[src/rtl/qed_pkg.sv]
// Shared types and defaults for the SQED commit/check tracker.
package qed_pkg;

   // Default width of the retired-instruction counters.
   localparam int QED_CNT_W = 8;

   // Commit-tracker FSM state; the encoding is visible on the sif_state port.
   typedef enum logic [1:0] {
      IDLE   = 2'd0,
      ACTIVE = 2'd1,
      HALT   = 2'd2
   } sif_state_t;

endpackage

[src/rtl/qed_sat_counter.sv]
// Saturating up-counter with synchronous clear and an at-max flag.
// An increment requested at the maximum value is dropped; the owner uses
// at_max to detect that case.
module qed_sat_counter
   import qed_pkg::*;
#(
   parameter int CNT_W = QED_CNT_W
) (
   input  logic             clk,
   input  logic             clr,
   input  logic             en,
   output logic [CNT_W-1:0] cnt,
   output logic             at_max
);

   localparam logic [CNT_W-1:0] MAX_VAL = {CNT_W{1'b1}};
   localparam logic [CNT_W-1:0] ONE_VAL = CNT_W'(1);

   logic [CNT_W-1:0] cnt_r;
   logic             at_max_s;

   // Flag the all-ones value so the counter sticks there.
   always_comb begin
      at_max_s = (cnt_r == MAX_VAL);
   end

   // Clear has priority; otherwise count up when enabled and not saturated.
   always_ff @(posedge clk) begin
      if (clr) begin
         cnt_r <= {CNT_W{1'b0}};
      end else if (en && !at_max_s) begin
         cnt_r <= cnt_r + ONE_VAL;
      end else begin
         cnt_r <= cnt_r;
      end
   end

   assign cnt    = cnt_r;
   assign at_max = at_max_s;

endmodule

[src/rtl/qed_commit_tracker.sv]
// Producer side of the SQED commit/check handshake: picks the single commit
// point T_C, counts original and duplicate retirements afterwards, and flags
// when the core is quiescent with matching counts.
module qed_commit_tracker
   import qed_pkg::*;
#(
   parameter int CNT_W = QED_CNT_W
) (
   input  logic             clk,
   input  logic             rst,
   input  logic             commit_req,
   input  logic             pipe_empty,
   input  logic             mem_busy,
   input  logic             retire_valid,
   input  logic             retire_dup,
   output logic [1:0]       sif_state,
   output logic             sif_commit,
   output logic             sif_commit_pulsed,
   output logic [CNT_W-1:0] qed_num_orig,
   output logic [CNT_W-1:0] qed_num_dup,
   output logic             qed_check_valid,
   output logic             order_err
);

   localparam logic [CNT_W-1:0] ONE_VAL = CNT_W'(1);

   sif_state_t       state_r;
   logic             commit_r;
   logic             pulse_r;
   logic             order_err_r;

   logic             active_s;
   logic             commit_go_s;
   logic             inc_orig_s;
   logic             inc_dup_s;
   logic             sat_hit_s;
   logic             orig_at_max_s;
   logic             dup_at_max_s;
   logic [CNT_W-1:0] orig_cnt_s;
   logic [CNT_W-1:0] dup_cnt_s;
   logic [CNT_W-1:0] orig_next_s;
   logic [CNT_W-1:0] dup_next_s;

   // Qualify retirements (ACTIVE only), detect saturation and the commit condition.
   always_comb begin
      active_s    = (state_r == ACTIVE);
      commit_go_s = commit_req && pipe_empty && !mem_busy;
      inc_orig_s  = active_s && retire_valid && !retire_dup;
      inc_dup_s   = active_s && retire_valid && retire_dup;
      sat_hit_s   = (inc_orig_s && orig_at_max_s) || (inc_dup_s && dup_at_max_s);
      if (inc_orig_s && !orig_at_max_s) begin
         orig_next_s = orig_cnt_s + ONE_VAL;
      end else begin
         orig_next_s = orig_cnt_s;
      end
      if (inc_dup_s && !dup_at_max_s) begin
         dup_next_s = dup_cnt_s + ONE_VAL;
      end else begin
         dup_next_s = dup_cnt_s;
      end
   end

   qed_sat_counter #(.CNT_W(CNT_W)) u_orig_cnt (
      .clk    (clk),
      .clr    (rst),
      .en     (inc_orig_s),
      .cnt    (orig_cnt_s),
      .at_max (orig_at_max_s)
   );

   qed_sat_counter #(.CNT_W(CNT_W)) u_dup_cnt (
      .clk    (clk),
      .clr    (rst),
      .en     (inc_dup_s),
      .cnt    (dup_cnt_s),
      .at_max (dup_at_max_s)
   );

   // Commit FSM: one T_C per run, commit level and pulse registered together.
   always_ff @(posedge clk) begin
      if (rst) begin
         state_r  <= IDLE;
         commit_r <= 1'b0;
         pulse_r  <= 1'b0;
      end else begin
         case (state_r)
            IDLE: begin
               if (commit_go_s) begin
                  state_r  <= ACTIVE;
                  commit_r <= 1'b1;
                  pulse_r  <= 1'b1;
               end else begin
                  state_r  <= IDLE;
                  commit_r <= 1'b0;
                  pulse_r  <= 1'b0;
               end
            end
            ACTIVE: begin
               commit_r <= 1'b1;
               pulse_r  <= 1'b0;
               if (sat_hit_s) begin
                  state_r <= HALT;
               end else begin
                  state_r <= ACTIVE;
               end
            end
            HALT: begin
               state_r  <= HALT;
               commit_r <= 1'b1;
               pulse_r  <= 1'b0;
            end
            default: begin
               state_r  <= IDLE;
               commit_r <= 1'b0;
               pulse_r  <= 1'b0;
            end
         endcase
      end
   end

   // Sticky ordering error: duplicates ran ahead of originals after the update.
   always_ff @(posedge clk) begin
      if (rst) begin
         order_err_r <= 1'b0;
      end else if (active_s && (dup_next_s > orig_next_s)) begin
         order_err_r <= 1'b1;
      end else begin
         order_err_r <= order_err_r;
      end
   end

   // Consistency may be checked only with equal non-zero counts and an idle core.
   always_comb begin
      qed_check_valid = commit_r && (state_r == ACTIVE) &&
                        (orig_cnt_s == dup_cnt_s) &&
                        (orig_cnt_s != {CNT_W{1'b0}}) &&
                        pipe_empty && !mem_busy && !retire_valid;
   end

   assign sif_state         = state_r;
   assign sif_commit        = commit_r;
   assign sif_commit_pulsed = pulse_r;
   assign qed_num_orig      = orig_cnt_s;
   assign qed_num_dup       = dup_cnt_s;
   assign order_err         = order_err_r;

endmodule

[config.mk]
export PLATFORM = sky130hd
export DESIGN_NAME = qed_commit_tracker
export DESIGN_NICKNAME = d
export VERILOG_FILES = /design/src/rtl/qed_pkg.sv /design/src/rtl/qed_sat_counter.sv /design/src/rtl/qed_commit_tracker.sv
export SDC_FILE = /design/constraint.sdc
export NUM_CORES = 1
export LEC_CHECK = 0
export CORE_MARGIN = 1
export CORE_UTILIZATION = 53
export DETAILED_ROUTE_END_ITERATION = 10
export GPL_TIMING_DRIVEN = 0
export PLACE_DENSITY = 0.79
export SLEW_MARGIN = 20
export SYNTH_ARGS = -nofsm -noshare
export SYNTH_HDL_FRONTEND = slang
export SYNTH_HIERARCHICAL = 1
export SYNTH_SLANG_ARGS = --single-unit
[constraint.sdc]
create_clock -name clk -period 3.38 [get_ports clk]
set_input_delay 0.507 -clock clk [delete_from_list [all_inputs] [get_ports clk]]
set_output_delay 0.507 -clock clk [all_outputs]
set_load 0.05 [all_outputs]
==> flow_metrics.py, run 1 <==
metrics = {
    "outcome": {
        "status": "finished, final reports clean",
    },
    "detailed_routing": {
        "maxUsedRoutingLayer": "met4",
        "vias": 1610,
        "m1WireLength_um": 1918,
        "drc": 0,
        "drt_iter0_drc": 87,
        "detail_route.wirelength_um": 3929,
        "router_iterations_before_antenna_repair": 5,
        "detail_route_met3_wl_um": 147,
        "met2RoutedLength_um": 1826,
        "route.detailed.vias_per_inst": 5.709,
        "avgRoutedWirePerCell_um": 13.93,
        "final_antenna_net_count": 0,
    },
    "floorplanning": {
        "dieHeight_um": 59.57,
        "die_area_um2": 3549,
        "coreArea_um2": 3103,
        "starting_density_of_the_core": 0.5661,
        "rows": 20,
        "die_width_um": 59.57,
        "io_pins": 29,
    },
    "setup_path": {
        "setup_crit_end_kind": "flop",
        "cp_max_fo": 10,
        "critical_path_arrival_ns": 3.11,
        "crit_type": "flop to flop",
        "timing.critical_path.from_type": "flop",
        "r2r_slack_ns": 0.48,
        "cp_data_required_time_ns": 3.59,
    },
    "worst_hold_path": {
        "holdCritPathClass": "flop to flop",
    },
    "synthesis": {
        "dominantRegCellSynth": "sky130_fd_sc_hd__dfxtp_1",
        "avgSynthCellArea_um2": 8.528,
        "synth-edff-count": 0,
        "synthesis.area_um2": 1757,
        "synth_cell_types": 41,
        "synth_sequential_area_ratio": 0.2393,
        "synth-seq-cells": 21,
        "post_synth_inst_count": 206,
        "synthesis.yosys.warnings": 6,
        "synth_nets": 229,
        "asyncSetResetFlopFracSynth": 0,
    },
    "sta": {
        "timing_worst_slew_pin_value_ns": 0.5051,
        "finalCritPeriodShare": 0.8578,
        "setup-violations-final": 0,
        "setup_tns_ns": 0,
        "finalMaxSlewViolations": 0,
        "clock_skew_ns": 0.008027,
        "timing.max_slew.rel_slack": 0.6627,
        "timing.final.crit_period_ns": 2.900,
        "timing.fmax_mhz": 344.9,
        "timing_hold_violations_final": 0,
        "rsz0062_at_grt": "false",
    },
    "final_layout": {
        "finalNetCount": 262,
        "stdcell_count": 282,
        "fill_cells": 288,
        "area_growth_syn_to_layout_pct": 20.80,
        "finish.utilization": 0.6839,
        "antennaDiodeCount": 0,
        "final_layout_size_suffix_gt1_frac": 0.1008,
    },
    "cts": {
        "htree_num_levels": 1,
        "tritoncts_clock_tree": "built",
        "tritoncts_buffer_count": 3,
        "path_clk_slew_ns": 0.12,
        "clk_latency_ns": 0.31,
        "cts.path.max_buffers": 2,
        "cts.root.buffer_cell": "sky130_fd_sc_hd__clkbuf_4",
        "tritoncts_num_sinks": 21,
    },
    "grt": {
        "grt_max_degree": 14,
        "number_of_global_route_vias_before_repair": 1466,
        "grt.total_usage": 0.2485,
        "antenna_found_initial": 0,
        "overflow": 0,
        "wire_length_of_the_first_global_routing_pass_um": 6699,
    },
    "run": {
        "maxCapViolations": 0,
    },
    "power_and_ir_drop": {
        "power.leakage_nw": 0.7648,
        "vdd.ir_drop.worst_uv": 225.2,
        "cellPowerDensity_nw_per_um2": 201.3,
    },
    "place": {
        "place_congestion": 0.8145,
        "place_hpwl_um": 2882,
        "instance_count_after_placement_with_tap_cells_included": 278,
        "place.port_buffers": 28,
    },
}
## where the power goes
part | internal [W] | leakage (nW) | switching, W | total (W)
sequential | 0.000250 | 0.169 | 0.00000311 | 0.000253
combinational | 0.0000199 | 0.578 | 0.0000256 | 0.0000454
clock | 0.0000443 | 0.0177 | 0.0000845 | 0.000129
## cell usage after synthesis (3+ instances only)
library cell               number  area [µm²]
sky130_fd_sc_hd__nand2b_1       4       25.02
sky130_fd_sc_hd__nand2_1        7       26.28
sky130_fd_sc_hd__nor4_1         5       31.28
sky130_fd_sc_hd__xor2_1         5       43.79
sky130_fd_sc_hd__ha_1          16       200.2
sky130_fd_sc_hd__a211oi_1       7       52.55
sky130_fd_sc_hd__xnor2_1       16       140.1
sky130_fd_sc_hd__and3_1         6       37.54
sky130_fd_sc_hd__inv_1         17       63.81
sky130_fd_sc_hd__o31a_1         3       26.28
sky130_fd_sc_hd__nor2_1         7       26.28
sky130_fd_sc_hd__a21oi_1       12       60.06
sky130_fd_sc_hd__nor3_1         9       45.04
sky130_fd_sc_hd__nand3_1       11       55.05
sky130_fd_sc_hd__nor2b_1        7       43.79
sky130_fd_sc_hd__nand4_1       11       68.82
sky130_fd_sc_hd__and3_2         3       22.52
sky130_fd_sc_hd__mux2_2         3       33.78
sky130_fd_sc_hd__dfxtp_1       21       420.4
sky130_fd_sc_hd__o21ai_0        3       15.01
## worst max-delay path: stages, from the launching register on
cell                       delay, ns
sky130_fd_sc_hd__dfxtp_1        0.58
sky130_fd_sc_hd__ha_1           0.22
sky130_fd_sc_hd__buf_2          0.22
sky130_fd_sc_hd__and3_1         0.20
sky130_fd_sc_hd__and4b_1        0.19
sky130_fd_sc_hd__buf_4          0.15
sky130_fd_sc_hd__mux2_2         0.29
sky130_fd_sc_hd__ha_1           0.30
sky130_fd_sc_hd__nor2b_1        0.13
sky130_fd_sc_hd__o211ai_1       0.17
sky130_fd_sc_hd__a21oi_1        0.09
sky130_fd_sc_hd__o31a_1         0.27
## flip-flops by register name, summed over array words and instances, names as in the netlist
name / flops
sif_state: 2
u_orig_cnt/cnt: 8
sif_commit: 1
u_dup_cnt/cnt: 8
sif_commit_pulsed: 1
order_err: 1
## cell families after synthesis
family	count (synthesis)	synth area share
AND/OR/NAND/NOR	80	0.2742
AO/OA/AOI/OAI	36	0.1567
buffers and inverters	25	0.06766
XOR/XNOR	21	0.1047
flip-flops	21	0.2393
adder cells (fa/ha/maj)	16	0.1140
multiplexers	7	0.04345
## layout by cell type, fill, tap and decap left out, types with 7 or more instances in the layout
cell type and n:
sky130_fd_sc_hd__ha_1 16, sky130_fd_sc_hd__nand4_1 11, sky130_fd_sc_hd__nor2_1 7, sky130_fd_sc_hd__clkdlybuf4s50_1 27, sky130_fd_sc_hd__dfxtp_1 21, sky130_fd_sc_hd__a21oi_1 12, sky130_fd_sc_hd__inv_1 17, sky130_fd_sc_hd__xnor2_1 16
sky130_fd_sc_hd__nor3_1 9, sky130_fd_sc_hd__nand3_1 11, sky130_fd_sc_hd__nor2b_1 7, sky130_fd_sc_hd__a211oi_1 7, sky130_fd_sc_hd__nand2_1 7
## timing repair
action                                  in CTS  in global routing
endpoints found under the setup margin       0                  1
buffers inserted                             0                  0
hold buffers                                 0                  0
gates resized for setup                      0                  1
## stage by stage
stage | worst slack, ns | power [W] | hold slack [ns] | area [µm²]
after floorplan | 0.3015 | 0.0002846 | 0.5786 | 1757
after global placement | 0.1153 | 0.0003036 | 0.4911 | 2092
after detailed placement | 0.1221 | 0.0003039 | 0.5016 | 2092
after CTS | 0.1102 | 0.0004330 | 0.5321 | 2120
after global routing | 0.2236 | 0.0004463 | 0.5580 | 2122
final | 0.4805 | 0.0004272 | 0.5229 | 2122
## area by class of cell
class,instances,area (µm²),area share
clock inverter,1,5.005,0.002358
multi-input combinational,160,1217,0.5737
inverter,17,63.81,0.03007
sequential,21,420.4,0.1981
timing repair buffer,28,282.8,0.1333
tap,44,55.05,0.02594
buffer,8,55.05,0.02594
clock buffer,3,22.52,0.01061
## worst paths after layout
kind / start / endpoint / cells after the start
worst max-delay path: u_dup_cnt/cnt[0] / order_err / 11
worst min-delay path: order_err / order_err / 1
worst max register to register: u_dup_cnt/cnt[0] / order_err / 11
worst min register to register: order_err / order_err / 1
## per-layer routing
layer	vias to the layer above	track usage
met5	-	0
met3	5	0.03493
met1	748	0.3391
met2	40	0.4109
li1	817	-
met4	0	0.06312
No activity file was read; power rests on OpenSTA's default activity.
==> run 2, diff against run 1 <==
--- a/config.mk
+++ b/config.mk
@@ -10,6 +10,7 @@
 export DETAILED_ROUTE_END_ITERATION = 10
 export GPL_TIMING_DRIVEN = 0
 export PLACE_DENSITY = 0.79
+export SETUP_SLACK_MARGIN = 0.5
 export SLEW_MARGIN = 20
 export SYNTH_ARGS = -nofsm -noshare
 export SYNTH_HDL_FRONTEND = slang
==> run 2 against run 1 <==
Global-route usage decreased by 0.56 points. Sequential share of layout area increased by 0.57 points. Clock-buffer cell count unchanged. Fmax increased by 4.4%. Sequential power decreased by 2%. First-iteration DRC count increased by 5.7%. Highest routed layer unchanged.
==> flow_metrics.py, run 2 (synthesized netlist as in run 1, its figures left out) <==
metrics = {
    "sta": {
        "timing.fmax_mhz": 360.0,
        "setup_tns_ns": 0,
        "timing_worst_slew_pin_value_ns": 0.5031,
        "timing.final.crit_period_ns": 2.778,
        "timing.max_slew.rel_slack": 0.6635,
        "timing_hold_violations_final": 0,
        "finalMaxSlewViolations": 0,
        "finalCritPeriodShare": 0.8218,
        "setup-violations-final": 0,
        "clock_skew_ns": 0.006998,
        "rsz0062_at_grt": "false",
        "final.setup.worst_slack_ns": 0.6023,
    },
    "grt": {
        "number_of_global_route_vias_before_repair": 1433,
        "grt_max_degree": 14,
        "overflow": 0,
        "wire_length_of_the_first_global_routing_pass_um": 6617,
        "grt.total_usage": 0.2429,
        "antenna_found_initial": 0,
    },
    "setup_path": {
        "timing.critical_path.from_type": "input pin",
        "cp_startpoint": "pipe_empty",
        "critical_path_arrival_ns": 2.27,
        "crit_type": "input pin to primary output",
        "setup_crit_end_kind": "primary output",
        "timing.rr.start": "u_dup_cnt/cnt[0]",
        "cp_max_fo": 2,
        "cp_data_required_time_ns": 2.87,
    },
    "detailed_routing": {
        "vias": 1645,
        "final_antenna_net_count": 0,
        "drc": 0,
        "drt_iter0_drc": 92,
        "avgRoutedWirePerCell_um": 14.43,
        "detail_route.wirelength_um": 4156,
        "router_iterations_before_antenna_repair": 4,
        "route.detailed.vias_per_inst": 5.712,
    },
    "floorplanning": {
        "die_width_um": 59.57,
        "io_pins": 29,
        "dieHeight_um": 59.57,
        "rows": 20,
        "die_area_um2": 3549,
        "coreArea_um2": 3103,
        "starting_density_of_the_core": 0.5661,
    },
    "place": {
        "place_hpwl_um": 2862,
        "place_congestion": 0.8295,
        "place.port_buffers": 28,
        "preCtsSetupSlack_ns": 0.1619,
    },
    "final_layout": {
        "fill_cells": 264,
        "antennaDiodeCount": 0,
        "final_layout_size_suffix_gt1_frac": 0.1967,
        "final_cell_mix": "sky130_fd_sc_hd__clkdlybuf4s50_1 (27), sky130_fd_sc_hd__inv_1 (17), sky130_fd_sc_hd__xnor2_1 (16), sky130_fd_sc_hd__ha_1 (16)",
        "finalNetCount": 268,
        "layout_commonest_cell": "sky130_fd_sc_hd__clkdlybuf4s50_1",
        "area_growth_syn_to_layout_pct": 25.78,
    },
    "worst_hold_path": {
        "min_delay_startpoint": "order_err",
        "holdCritPathClass": "flop to flop",
    },
    "power_and_ir_drop": {
        "cellPowerDensity_nw_per_um2": 192.4,
        "report.power.total_w": 0.0004252,
        "power.leakage_nw": 0.7889,
        "vdd.ir_drop.worst_uv": 145.3,
    },
    "run": {
        "maxCapViolations": 0,
    },
    "cts": {
        "htree_num_levels": 1,
        "cts.root.buffer_cell": "sky130_fd_sc_hd__clkbuf_4",
        "tritoncts_buffer_count": 3,
        "path_clk_slew_ns": 0.12,
        "cts.path.max_buffers": 2,
        "count_of_hold_buffers_inserted_by_post_cts_repair": 0,
        "tritoncts_clock_tree": "built",
        "clk_latency_ns": 0.31,
        "tritoncts_num_sinks": 21,
    },
    "outcome": {
        "status": "finished, final reports clean",
    },
}
## run 2: cell count changes in the layout (fill, tap and decap cells not counted), moves of 2 or more
cell                      previous run  this run
sky130_fd_sc_hd__buf_2               2         0
sky130_fd_sc_hd__dfxtp_4             0         4
sky130_fd_sc_hd__buf_4               2         8
sky130_fd_sc_hd__dfxtp_2             0        12
sky130_fd_sc_hd__dfxtp_1            21         5
## run 2: report_power, final
part	total, W	leakage (nW)	switching [W]	internal, W
sequential	0.000249	0.179	0.00000226	0.000247
clock	0.000127	0.0177	0.0000832	0.0000443
combinational	0.0000486	0.592	0.0000273	0.0000213
total	0.000425	0.789	0.000113	0.000312
## run 2: layout make-up
| type | instances | area, µm² | area share |
|---|---|---|---|
| Buffer | 8 | 63.81 | 0.02888 |
| Clock buffer | 3 | 22.52 | 0.01019 |
| Clock inverter | 1 | 5.005 | 0.002265 |
| Inverter | 17 | 63.81 | 0.02888 |
| Multi-Input combinational cell | 160 | 1222 | 0.5532 |
| Sequential cell | 21 | 450.4 | 0.2039 |
| Tap cell | 44 | 55.05 | 0.02492 |
| Timing Repair Buffer | 34 | 326.6 | 0.1478 |
## run 2: timing repair
action                     4_1_cts  5_1_grt
pin swaps                        0        1
setup endpoints to repair        1        1
resized for setup                3       15
hold endpoints to repair         0        0
buffers inserted                 0        6
## run 2: worst max-delay path: stages
cell	delay, ns
sky130_fd_sc_hd__clkdlybuf4s50_1	0.44
sky130_fd_sc_hd__nor2b_1	0.19
sky130_fd_sc_hd__o21ai_0	0.10
sky130_fd_sc_hd__or4_1	0.49
sky130_fd_sc_hd__nor3_2	0.14
sky130_fd_sc_hd__clkdlybuf4s15_2	0.40
## run 2: final timing paths
kind / slack (ns) / depth (start not counted) / end
worst max register to register: 0.62 / 11 / order_err
worst min register to register: 0.52 / 1 / order_err
worst max-delay path: 0.60 / 6 / qed_check_valid
worst min-delay path: 0.52 / 1 / order_err
## run 2: metrics by stage
stage	hold slack [ns]	instances	util	cell area, µm²
floorplan	0.5786	206	-	1773
global placement	0.4928	278	0.6794	2108
detailed placement	0.4995	278	0.6794	2108
CTS	0.5295	282	0.6887	2137
global route	0.5562	288	0.7121	2210
finish	0.5195	288	0.7121	2210
## run 2: per-layer routing
metal	part of all wire	track usage
met1	0.49	0.3440
met2	0.47	0.3900
met3	0.036	0.02183
met4	0.0075	0.07309
met5	0	0
